===== config.mk =====
export PLATFORM = sky130hd
export DESIGN_NAME = chan_mux_scan
export DESIGN_NICKNAME = d
export VERILOG_FILES = /design/src/rtl/chan_mux_scan_pkg.sv /design/src/rtl/dwell_counter.sv /design/src/rtl/chan_mux_scan.sv
export SDC_FILE = /design/constraint.sdc
export NUM_CORES = 1
export LEC_CHECK = 0
export BUFFER_PORTS_ARGS = -buffer_cell sky130_fd_sc_hd__buf_2
export CAP_MARGIN = 15
export CORE_MARGIN = 5
export CORE_UTILIZATION = 30
export CTS_BUF_LIST = sky130_fd_sc_hd__clkbuf_8
export CTS_CLUSTER_DIAMETER = 100
export DETAILED_ROUTE_END_ITERATION = 10
export GPL_ROUTABILITY_DRIVEN = 0
export GPL_TIMING_DRIVEN = 0
export PLACE_DENSITY_LB_ADDON = 0.25
export REMOVE_ABC_BUFFERS = 1
export SETUP_SLACK_MARGIN = 0.02
export SLEW_MARGIN = 40
export SYNTH_ARGS = -nofsm -noshare
export SYNTH_HDL_FRONTEND = slang
export SYNTH_SLANG_ARGS = --single-unit

===== constraint.sdc =====
create_clock -name clk -period 1.55 [get_ports clk]
set_input_delay 0.31 -clock clk [delete_from_list [all_inputs] [get_ports clk]]
set_output_delay 0.31 -clock clk [all_outputs]
set_load 0.1 [all_outputs]

===== src/rtl/chan_mux_scan_pkg.sv =====
// Shared constants and helpers for the channel mux/scan block.
// Holds the mode encoding and a constant-foldable ceil(log2) used for width derivation.
package chan_mux_scan_pkg;

  localparam logic MODE_MANUAL = 1'b0;
  localparam logic MODE_SCAN   = 1'b1;

  // Ceiling log2; returns 0 for values <= 1, so callers clamp to a minimum width of 1.
  function automatic int clog2(input int value);
    int result;
    result = 0;
    for (int v = value - 1; v > 0; v = v >> 1) begin
      result++;
    end
    return result;
  endfunction

endpackage


===== src/rtl/dwell_counter.sv =====
// Dwell counter: counts enabled cycles 0..DWELL-1 and flags the last one.
// clr (sampled with en) restarts the count so a new scan gets a full dwell.
module dwell_counter
  import chan_mux_scan_pkg::*;
#(
  parameter int DWELL = 4
) (
  input  logic clk,
  input  logic reset,
  input  logic en,
  input  logic clr,
  output logic tick
);

  localparam int CNT_W = (clog2(DWELL) > 1) ? clog2(DWELL) : 1;
  localparam logic [CNT_W-1:0] LAST = CNT_W'(DWELL - 1);

  logic [CNT_W-1:0] count;

  // NOTE: sequential state uses non-blocking assignments so every flop samples pre-edge values.
  always_ff @(posedge clk) begin
    if (reset) begin
      count <= '0;
    end else if (en) begin
      if (clr || count == LAST) begin
        count <= '0;
      end else begin
        count <= count + CNT_W'(1);
      end
    end
  end

  assign tick = en && (count == LAST);

endmodule


===== src/rtl/chan_mux_scan.sv =====
// Registered channel multiplexer with manual select and timed auto-scan.
// ch and dout load together, so ch always names the channel that produced dout.
module chan_mux_scan
  import chan_mux_scan_pkg::*;
#(
  parameter  int WIDTH    = 4,
  parameter  int CHANNELS = 3,
  parameter  int DWELL    = 4,
  localparam int SEL_W    = (clog2(CHANNELS) > 1) ? clog2(CHANNELS) : 1
) (
  input  logic                      clk,
  input  logic                      reset,
  input  logic [CHANNELS*WIDTH-1:0] din,
  input  logic [SEL_W-1:0]          sel,
  input  logic                      mode,
  input  logic                      en,
  output logic [WIDTH-1:0]          dout,
  output logic [SEL_W-1:0]          ch,
  output logic                      dout_valid,
  output logic                      wrap,
  output logic                      sel_err
);

  localparam logic [SEL_W-1:0] LAST_CH = SEL_W'(CHANNELS - 1);

  logic             scan_mode;
  logic             tick;
  logic [SEL_W-1:0] ch_next;
  logic             wrap_next;
  logic             sel_err_next;

  assign scan_mode = (mode == MODE_SCAN);

  // Manual mode holds the counter clear, so a switch to scan dwells fully on the current channel.
  dwell_counter #(
    .DWELL(DWELL)
  ) u_dwell (
    .clk  (clk),
    .reset(reset),
    .en   (en),
    .clr  (!scan_mode),
    .tick (tick)
  );

  // NOTE: every combinational output gets a default first so no path can infer a latch.
  always_comb begin
    ch_next      = ch;
    wrap_next    = 1'b0;
    sel_err_next = 1'b0;
    if (scan_mode) begin
      if (tick) begin
        if (ch == LAST_CH) begin
          ch_next   = '0;
          wrap_next = 1'b1;
        end else begin
          ch_next = ch + SEL_W'(1);
        end
      end
    end else if (int'(sel) < CHANNELS) begin
      ch_next = sel;
    end else begin
      sel_err_next = 1'b1;
    end
  end

  always_ff @(posedge clk) begin
    if (reset) begin
      ch         <= '0;
      dout       <= '0;
      dout_valid <= 1'b0;
      wrap       <= 1'b0;
      sel_err    <= 1'b0;
    end else begin
      dout_valid <= en;
      wrap       <= en && wrap_next;
      sel_err    <= en && sel_err_next;
      if (en) begin
        ch   <= ch_next;
        dout <= din[int'(ch_next)*WIDTH +: WIDTH];
      end
    end
  end

endmodule


Word-level counts from Yosys, hierarchy flattened
Cells that the tools add are included.
{ "op_classes": {"add_sub_neg": 2, "multipliers": 0, "div": 0, "order_cmp": 1, "n_eq_ne": 2, "shifts": 1, "mux": 10, "n_bitwise": 0, "reduce_logical": 5} }
{ "op_table": {"columns": ["operator", "count"], "rows": [
  ["$shiftx 12x5->4", 1],
  ["$mux 2", 5],
  ["$mux 1", 5],
  ["$add 2x1->2 const B", 2],
  ["$eq 2x2->1 const B", 2],
  ["$logic_and 1x1->1", 3],
  ["$lt 2x2->1 const B", 1],
  ["$logic_not 1->1", 1],
  ["$logic_or 1x1->1", 1]
]} }
{ "totals": {"reg_bits": 11, "latchBits": 0, "mem_bits_rw": 0, "mem_bits_ro": 0, "out_inout_bits": 9, "wordCells": 27, "memories": 0} }

Depth between registers and ports, before layout
Gate-level depths: netlist of run 1.
{ "logic_depth": {"word_depth": 5, "ltp_mapped": 7, "mapped_depth_nobuf": 5} }

Cells and area by module
From an unflattened synthesis of run 1, not the netlist that was laid out.
{ "unflattened": {"cells_unflattened": 61, "area_unflattened_um2": 561.8} }
{ "by_module_without_submodules": {"columns": ["module", "instances", "cells_each", "area_per_inst_um2", "seq_area_each_um2"], "rows": [
  ["chan_mux_scan", 1, 51, 457.9, 180.2],
  ["dwell_counter", 1, 10, 103.8, 40.0]
]} }

Least setup slack after synthesis of run 1
No wires, ideal clock.
{ "synth_timing": {"kind": "register to register", "startpoint": "reg ch[1]", "endpoint": "reg dout[2]", "setup_ps": 88, "arrival_ps": 1995, "t_required_ps": 1462, "setup_slack_ps": -533, "path_stages_with_launch": 7, "n_path_buf": 2, "path_cell_list": "dfxtp_1 and4b_1 buf_4 nand2b_1 buf_2 a211oi_1 nor4_2"} }
{ "synth_via": {"elab_chain_len": 5} }
{ "synth_lines": {"columns": ["item", "line_no", "text"], "rows": [
  ["start: declaration", "chan_mux_scan.sv:18", "output logic [SEL_W-1:0] ch,"],
  ["start signal: assignment", "chan_mux_scan.sv:78", "ch <= ch_next;"],
  ["$add 2x1->2 or $eq 2x2->1 (tied branches)", "chan_mux_scan.sv:56, chan_mux_scan.sv:52", null],
  ["$mux 2", "chan_mux_scan.sv:52", "if (ch == LAST_CH) begin"],
  ["$mux 2", "chan_mux_scan.sv:51", "if (tick) begin"],
  ["$mux 2 *", "chan_mux_scan.sv:50", "if (scan_mode) begin"],
  ["$shiftx 12x5->4 *", "chan_mux_scan.sv:79", "dout <= din[int'(ch_next)*WIDTH +: WIDTH];"],
  ["end signal: assignment", "chan_mux_scan.sv:79", null],
  ["end: declaration", "chan_mux_scan.sv:17", "output logic [WIDTH-1:0] dout,"]
]} }
Mark *: on every way between the ends. The rest lies on a longest branch, timed or not.
A chain may end at the register's enable or synchronous reset.

Final worst setup path of run 1
{ "layout_timing": {"startpoint": "reg u_dwell.count[1]", "endpoint": "reg dout[2]"} }
{ "layout_via": {"elab_chain_len": 5} }
{ "layout_lines": {"columns": ["item", "line_no", "text"], "rows": [
  ["start: declaration", "dwell_counter.sv:18", "logic [CNT_W-1:0] count;"],
  ["start signal: assignment", "dwell_counter.sv:28", "count <= count + CNT_W'(1);"],
  ["$eq 2x2->1", "dwell_counter.sv:33", "assign tick = en && (count == LAST);"],
  ["$logic_and 1x1->1", "dwell_counter.sv:33", null],
  ["$mux 2", "chan_mux_scan.sv:51", null],
  ["$mux 2", "chan_mux_scan.sv:50", null],
  ["$shiftx 12x5->4", "chan_mux_scan.sv:79", null]
]} }
Every way passes these cells.

==> impl.org, run 1 <==
** Run status
- Result of the run :: complete, no violations

** STA
- Final cycle utilization of the critical path :: 0.999
- Setup repair after global routing could not meet its margin everywhere.
- The final count of hold timing violations came to 0.
- The worst path meets setup with between 0.0015 and 0.002 ns of slack.
- Setup violations remaining at the end of the flow were counted as 0.
- Slew Limit Fails :: 0
- Measured against its own limit, the worst slew margin works out to 0.641.
- For the finished layout, the period the worst path requires is 1.55 ns.
- Between clock sinks in the finished design, the worst skew comes to about 0.0051 ns.
- Transition time of the tightest slew-check pin :: 0.538 ns
- FMAX :: 646 MHz

** Logic synthesis
- Count of synthesis-stage warnings from yosys :: 0
- For this run, the register share of the synthesized area comes to 0.301.
- Top FF cell, synth :: sky130_fd_sc_hd__dfxtp_1
- The synthesized design spends more area on one cell type than any other, namely sky130_fd_sc_hd__dfxtp_1.
- Total standard cell area after synthesis :: roughly 730 um2
- Fraction of registers with async set/reset :: 0
- In this run, synthesis inferred 0 flip-flops with an integrated enable.
- By area the synthesized netlist is led by sky130_fd_sc_hd__dfxtp_1 (30%), sky130_fd_sc_hd__nor4b_2 (8.2%), sky130_fd_sc_hd__nor4_2 (6.8%).
- A synthesized cell averages 11.1 um2.
- Top cell type's share of synthesized area :: 0.301
- Counting flops and latches in the post-synthesis netlist gives 11.
- The number of different library cells used by synthesis comes to 30.
- Synthesis produced 66 cells.

** Critical path
- In this run the critical register-to-register path is captured at dout[2].
- Largest delay contributor family on the critical path :: compound AO/OA/AOI/OAI gates
- In this run the critical register-to-register path is launched from u_dwell.count[1].
- In this run the worst setup path terminates at dout[2].
- Maximum single-stage delay on the critical path :: approximately 0.35 ns
- Endpoint class of the critical path :: flop
- Startpoint of the most critical setup path :: u_dwell.count[1]
- Buf+Inv Stages, Crit Path :: 1
- Data required time at the worst endpoint :: between 1.5 and 2 ns
- Startpoint type of the worst setup path :: flop
- Setup CP Type :: flop to flop
- Reg-to-reg setup timing slack :: 0.002 ns
- In this run the number of cells on the critical path is 6.
- Max FO, Critical Path :: 6
- The slowest stage of the critical path is the sky130_fd_sc_hd__dfxtp_2 cell.
- The signal on the critical path passes through ha_4 > a21boi_4 > a211oi_4 > clkbuf_16 > nor4b_4 > nor4_2.
- The worst register-to-register path has a depth of 6.
- Data arrives at the worst endpoint at between 1.5 and 2 ns.

** GRT
- The first global-routing pass estimated 3.03 mm of wire.
- Entering global routing, the biggest net connects 18 pins.
- In the global route stage, met1 resource usage came out at 0.161.
- Met3 Usage GRT :: 0.0218
- Across every metal layer, demand over resource in global routing totals 0.110.
- For this run, global-route usage on met2 was measured as 0.162.
- After global routing the overflow that remains totals 0.
- The number of antenna violations at the first check in global routing is 0.
- Most Used Layer, Global Route :: met2
- Number of global-route vias before repair :: around 670

** Final layout
- For this run, the share of the core covered by cells in the final layout is 0.472.
- The area growth from synthesis to layout is 47.1%.
- Footprint of the multi-input gates :: 547 um2
- # diodes :: 0
- Storage element area :: 224 um2
- Final-stage net count :: 115
- FILL cells :: roughly 220
- Commonest cells after routing, fill and taps aside :: sky130_fd_sc_hd__buf_2 (25), sky130_fd_sc_hd__dfxtp_1 (8), sky130_fd_sc_hd__o21bai_1 (4), sky130_fd_sc_hd__nor4_2 (4), sky130_fd_sc_hd__buf_4 (4)
- In the final layout, the share of cells above drive strength 1 is 0.621.
- Most common cell after layout, fill and taps aside :: sky130_fd_sc_hd__buf_2

** Routing
- Iteration-0 DRC count of the detailed router :: 25
- The routed layout has 658 vias.
- Dividing the detail-routed wire length by the instance count gives 15.6 um.
- Antenna-violating nets left :: 0
- Iteration count of the initial detailed-routing pass :: 4
- For this run, design rule violations remaining after detail routing come to 0.
- The routed design has 1.92 mm of wire.
- In the routed layout, each cell is associated on average with a via count of 5.35.

** Floorplanning
- From left edge to right edge, the die measures 59.4 um.
- Die ar. :: 3520 um2
- Overall die height :: 59.4 um
- Pin placement for this block handled 27 I/O pins.
- The initial utilization of the core area, before any placement, comes to 0.321.
- Std-Cell Core Area :: 2280 um2
- FP Rows :: 17

** Clock tree
- Counting every sink on the clock net gives 11.
- In this run, CTS created clock tree buffers numbering 3.
- Clock-pin slew was measured on the worst setup and hold paths at 0.05 ns.
- Clock tree from TritonCTS :: done
- CTS max path bufs :: 2
- Clock latency of the later-clocked register in the worst-skew pair :: 0.24 ns
- Clock root buffer master :: sky130_fd_sc_hd__clkbuf_8
- CTS H-Tree Depth :: 1
- Buffers inserted to repair hold after CTS numbered 0.

** Pwr
- Of the total power, registers draw 0.352.
- Of the total power, the clock network draws 0.317.
- Highest ir drop seen on vdd :: approximately 0.00041 V
- Sum of internal, switching and leakage power :: 0.890 mW
- Share of total power consumed by net switching :: 0.349
- Net switching component of the power :: 0.311 mW
- Leakage power summed over all cells :: 0.431 nW
- Of the total power, combinational logic draws 0.330.
- Power per Cell Area :: ~830 nW/um2
- The internal power of the cells totals 0.580 mW.

** Worst hold path
- The tightest min-delay check is of the input pin to flop type.

** Placed design
- I/O Buffers :: 26
- The wire-length estimate of the detail-placed layout is between 1 and 1.5 mm.
- Post-place setup slack :: -0.402 ns

** Run
- Max-cap violations in this run came to 0.
==> state kept, by name (all words and copies together) (netlist names) <==
name / flops
wrap: 1
ch: 2
dout_valid: 1
u_dwell.count: 2
sel_err: 1
dout: 4
==> metrics by stage <==
step	TNS [ns]	instances	instance area, um2	hold WS, ns
final	0	123	1070	0.374
after global routing	-0.210	123	1070	0.382
after detailed placement	-1.81	113	842	0.467
after floorplan	-2.63	59	677	0.379
after CTS	0	121	1000	0.362
after global placement	-1.82	113	842	0.461
==> Yosys cell counts, types with 2 or more instances <==
| cell | number |
|---|---|
| sky130_fd_sc_hd__dfxtp_1 | 11 |
| sky130_fd_sc_hd__nor4b_2 | 4 |
| sky130_fd_sc_hd__and4b_1 | 2 |
| sky130_fd_sc_hd__nand3b_1 | 2 |
| sky130_fd_sc_hd__nand2b_1 | 4 |
| sky130_fd_sc_hd__buf_6 | 3 |
| sky130_fd_sc_hd__nor4_2 | 4 |
| sky130_fd_sc_hd__clkbuf_1 | 2 |
| sky130_fd_sc_hd__a21oi_1 | 2 |
| sky130_fd_sc_hd__nor2_1 | 2 |
| sky130_fd_sc_hd__nor2b_1 | 2 |
| sky130_fd_sc_hd__a32oi_1 | 4 |
| sky130_fd_sc_hd__a211oi_1 | 4 |
| sky130_fd_sc_hd__o21bai_1 | 4 |
==> logic make-up (layout without fill, tap and decap cells) <==
family | after synthesis | count (layout) | share of synthesized area
buffers and inverters | 8 | 37 | 0.0788
AND/OR/NAND/NOR | 25 | 25 | 0.315
flip-flops | 11 | 11 | 0.301
AO/OA/AOI/OAI | 21 | 21 | 0.288
adder cells (fa/ha/maj) | 1 | 1 | 0.0171
==> power groups by stage <==
stage | clock [mW] | sequential, mW | combinational (mW)
finish | 0.282 | 0.314 | 0.294
global route | 0.301 | 0.316 | 0.310
CTS | 0.285 | 0.314 | 0.266
detailed placement | 0 | 0.317 | 0.236
global placement | 0 | 0.317 | 0.234
floorplan | 0 | 0.417 | 0.0704
==> per-layer routing <==
| metal | share of wire | wire length [um] | vias up |
|---|---|---|---|
| met1 | 0.49 | 933 | 311 |
| met5 | 0 | 0 | - |
| met3 | 0.080 | 154 | 2 |
| li1 | - | - | 320 |
| met2 | 0.42 | 814 | 25 |
| met4 | 0.0089 | 17 | 0 |
==> layout make-up <==
cell class	count	area share
Multi-Input combinational cell	47	0.509
Sequential cell	11	0.208
Timing Repair Buffer	32	0.205
Clock buffer	3	0.0384
Tap cell	28	0.0326
Clock inverter	1	0.00349
Inverter	1	0.00349
==> worst min path at each step <==
stage,startpoint,to,slack [ns],cells after the start
final,reset,u_dwell.count[1],0.37,2
after global routing,reset,u_dwell.count[1],0.38,2
after CTS,din[0],dout[0],0.36,3
after detailed placement,u_dwell.count[1],u_dwell.count[1],0.47,2
after global placement,u_dwell.count[1],u_dwell.count[1],0.46,2
after floorplan,reset,u_dwell.count[0],0.38,1
==> what timing repair did <==
| action | CTS | global route |
|---|---|---|
| resized for setup | 12 | 7 |
| cloned | 0 | 1 |
| pin swaps | 3 | 7 |
| buffers inserted | 4 | 1 |
| endpoints found under the setup margin | 6 | 4 |
==> worst register-to-register path, stage by stage, from the launching register on <==
cell and delay, ns:
sky130_fd_sc_hd__dfxtp_2 0.35, sky130_fd_sc_hd__ha_4 0.17, sky130_fd_sc_hd__a21boi_4 0.06, sky130_fd_sc_hd__a211oi_4 0.34, sky130_fd_sc_hd__clkbuf_16 0.21, sky130_fd_sc_hd__nor4b_4 0.21
sky130_fd_sc_hd__nor4_2 0.08
Note: power is estimated with default switching activity, not from simulation.
==> run 2, diff against run 1 <==
Settings changed: BUFFER_PORTS_ARGS -buffer_cell sky130_fd_sc_hd__buf_2 to -buffer_cell sky130_fd_sc_hd__buf_4, CORE_UTILIZATION 30 to 42.
Clock period 1.55 ns to 1.6 ns, I/O delays scaled along.
==> run 2 against run 1 <==
Net effect: die area decreased by 24%; clock power shrank 2%; design area increased by 2.2%; power decreased by 2.7%; maximum frequency is 0.86% higher; sequential power fell by 3%.
==> impl.org, run 2 (synthesis gave the netlist of run 1 again) <==
** Final layout
- The share of final-layout standard cells stronger than drive strength 1 was 0.637 (was 0.621).
- The final core area utilization came to 0.650 (was 0.472).
- Commonest cells after routing, fill and taps aside: sky130_fd_sc_hd__buf_4 (38), sky130_fd_sc_hd__dfxtp_1 (8) (was sky130_fd_sc_hd__buf_2 (25), sky130_fd_sc_hd__dfxtp_1 (8), sky130_fd_sc_hd__o21bai_1 (4), sky130_fd_sc_hd__nor4_2 (4), sky130_fd_sc_hd__buf_4 (4)).
- Storage element area :: 226 um2 (was 224 um2)
- The final cell count without fillers is 119 (was 123).
- Most common cell after layout, fill and taps aside :: sky130_fd_sc_hd__buf_4 (was sky130_fd_sc_hd__buf_2)
- FILL cells :: 154 (was 222)
- Footprint of the multi-input gates :: 505 um2 (was 547 um2)
- Largest regs :: dout x4, ch x2, u_dwell.count x2 (unchanged)
- The flip-flop count of the largest register, all copies and words added came to 4 (unchanged).
- The antenna cell count is 0 (unchanged).
- P&R area growth vs syn :: 50.3% (was 47.1%)
- The register containing the most flip-flops in the final layout was dout (unchanged).
- Final-stage net count :: 122 (was 115)

** Critical path
- The startpoint of the worst-slack reg-to-reg timing path is u_dwell.count[1] (unchanged).
- Startpoint type of the worst setup path :: flop (unchanged)
- Sequence of cells on the critical path :: ha_4 > nand3b_1 > o311ai_4 > buf_4 > nor4b_2 > nor4_2 (was ha_4 > a21boi_4 > a211oi_4 > clkbuf_16 > nor4b_4 > nor4_2)
- R2R Path End :: dout[1] (was dout[2])
- Critical-path top delay cell :: sky130_fd_sc_hd__dfxtp_1 (was sky130_fd_sc_hd__dfxtp_2)
- The type of the setup path with the least slack is flop to flop (unchanged).
- Data required time at the worst endpoint :: 1.73 ns (was 1.67 ns)
- Data arrival time of the worst path :: 1.66 ns (about the same)
- The setup slack of the worst register-to-register path came to 0.07 ns (was 0.002 ns).
- Worst reg-to-reg path cell count :: 6 (unchanged)
- Buf+Inv Stages, Crit Path :: 1 (unchanged)
- The sort of element at the end of the critical path is a flop (unchanged).
- The worst-path maximum fanout came to 8 (was 6).
- Maximum single-stage delay on the critical path :: 0.36 ns (was 0.35 ns)
- The largest delay contributor family on the critical path is simple AND/OR/NAND/NOR gates (was compound AO/OA/AOI/OAI gates).

** STA
- Fin Hold WS :: 0.309 ns (was 0.374 ns)
- Unrepaired setup endpoints after global routing: true (unchanged).
- Final setup vio count :: 0 (unchanged)
- The final-layout setup total negative slack came to 0 ns (unchanged).
- Hold violation count in the final report :: 0 (unchanged)
- The final-report max-slew violation count is 0 (unchanged).
- Clock period minus worst slack :: 1.53 ns (was 1.55 ns)
- The normalized max-slew margin was 0.662 (was 0.641).
- The slew at the pin with the worst max-slew slack came to 0.505 ns (was 0.538 ns).
- The setup skew after layout is 0.00215 ns (was 0.00507 ns).
- The final clock period utilization by the worst path is 0.959 (was 0.999).
- FMAX :: 652 MHz (was 646 MHz)

** GRT
- The largest net degree at the start of global routing came to 18 (unchanged).
- Initial antenna violation count :: 0 (unchanged)
- The number of global-route vias before repair was 658 (was 673).
- The total routing usage reported by global routing came to 0.152 (was 0.110).
- The global-route wire length before repair is 2.95 mm (was 3.03 mm).
- Overflow left after global routing :: 0 (unchanged)

** Run
- Max-cap check violation count :: 0 (unchanged)

** Clock tree
- CTS max path bufs :: 2 (unchanged)
- The clock transition at the registers of the reported paths is 0.05 ns (about the same).
- TritonCTS Buffers :: 3 (unchanged)
- The clock sink total was 11 (unchanged).
- The library cell used as clock root buffer is sky130_fd_sc_hd__clkbuf_8 (unchanged).
- The TritonCTS clock tree is done (unchanged).
- The source-to-sink clock delay at the later pin of the worst-skew pair is 0.24 ns (about the same).
- CTS H-Tree Depth :: 1 (unchanged)

** Placed design
- The detailed-placement wirelength estimate is 1.21 mm (was 1.23 mm).
- I/O Buffers :: 26 (unchanged)
- Total instance count after detailed placement :: 102 (was 113)

** Floorplanning
- The height of the die is 51.7 um (was 59.4 um).
- Starting utilization of the core area :: 0.433 (was 0.321)
- Number of I/O pins :: 27 (unchanged)
- Die ar. :: 2670 um2 (was 3520 um2)
- Std-Cell Core Area :: 1690 um2 (was 2280 um2)
- The count of standard-cell rows is 15 (was 17).
- Die width :: 51.7 um (was 59.4 um)

** Pwr
- Leakage power summed over all cells :: 0.444 nW (was 0.431 nW)
- The maximum ir drop on the vdd rail was 0.000477 V (was 0.000410 V).
- Power per Cell Area :: 789 nW/um2 (was 828 nW/um2)
- Sum of internal, switching and leakage power :: 0.866 mW (was 0.890 mW)

** Worst hold path
- The worst hold endpoint is ch[1] (was u_dwell.count[1]).
- The startpoint of the worst hold path is reset (unchanged).
- The path category of the worst min-delay check was input pin to flop (unchanged).
- Worst hold stages :: 2 (unchanged)

** Routing
- The via count normalized by instance count was 5.85 (was 5.35).
- The routed wire length per instance is 16.6 um (was 15.6 um).
- Via count :: 696 (was 658)
- Iteration count of the initial detailed-routing pass :: 4 (unchanged)
- Antenna-violating nets left :: 0 (unchanged)
- The number of DRC violations after detailed-routing iteration 0 was 6 (was 25).
- The routed wire length came to 1.98 mm (was 1.92 mm).
- The post-route DRC violation count was 0 (unchanged).

** Run status
- Result of the run: complete, no violations (unchanged).
-- run 2: worst max-delay path by stage --
stage                     startpoint      end  slack (ns)  depth (start not counted)
floorplan                      ch[1]  dout[2]       -0.46                          4
global placement    u_dwell.count[0]  dout[0]       -0.28                          5
detailed placement  u_dwell.count[0]  dout[2]       -0.35                          5
global route        u_dwell.count[1]  dout[1]       -0.07                          6
finish              u_dwell.count[1]  dout[1]        0.07                          6
CTS                 u_dwell.count[0]  dout[2]       -0.02                          5
-- run 2: repair_timing --
item | 4_1_cts | 5_1_grt
resized for setup | 4 | 11
setup buffers | 4 | 9
hold buffers | 0 | 0
pin swaps | 2 | 2
setup endpoints to repair | 5 | 4
-- run 2: per-layer routing --
metal	global-route usage	wire [um]	vias up
li1	-	-	337
met1	0.179	865	330
met2	0.235	972	24
met3	0.0401	94	5
met4	0.114	48	0
met5	0	0	-
-- run 2: report_power, final --
| part | leakage, nW | switching [mW] | internal [mW] |
|---|---|---|---|
| logic | 0.325 | 0.176 | 0.111 |
| registers | 0.0920 | 0.0140 | 0.290 |
| clock network | 0.0269 | 0.106 | 0.169 |
| total | 0.444 | 0.297 | 0.569 |
-- run 2: layout make-up --
| cell class | count | area share |
|---|---|---|
| timing repair buffer | 39 | 0.270 |
| tap | 17 | 0.0194 |
| inverter | 1 | 0.00342 |
| multi-input combinational | 47 | 0.460 |
| clock buffer | 3 | 0.0376 |
| clock inverter | 1 | 0.00342 |
| sequential | 11 | 0.206 |
-- run 2: through the flow --
step	cell area, um2	worst slack, ns
2_1_floorplan	677	-0.458
3_3_place_gp	893	-0.278
3_5_place_dp	893	-0.350
4_1_cts	986	-0.0151
5_1_grt	1100	-0.0712
6_report	1100	0.0652
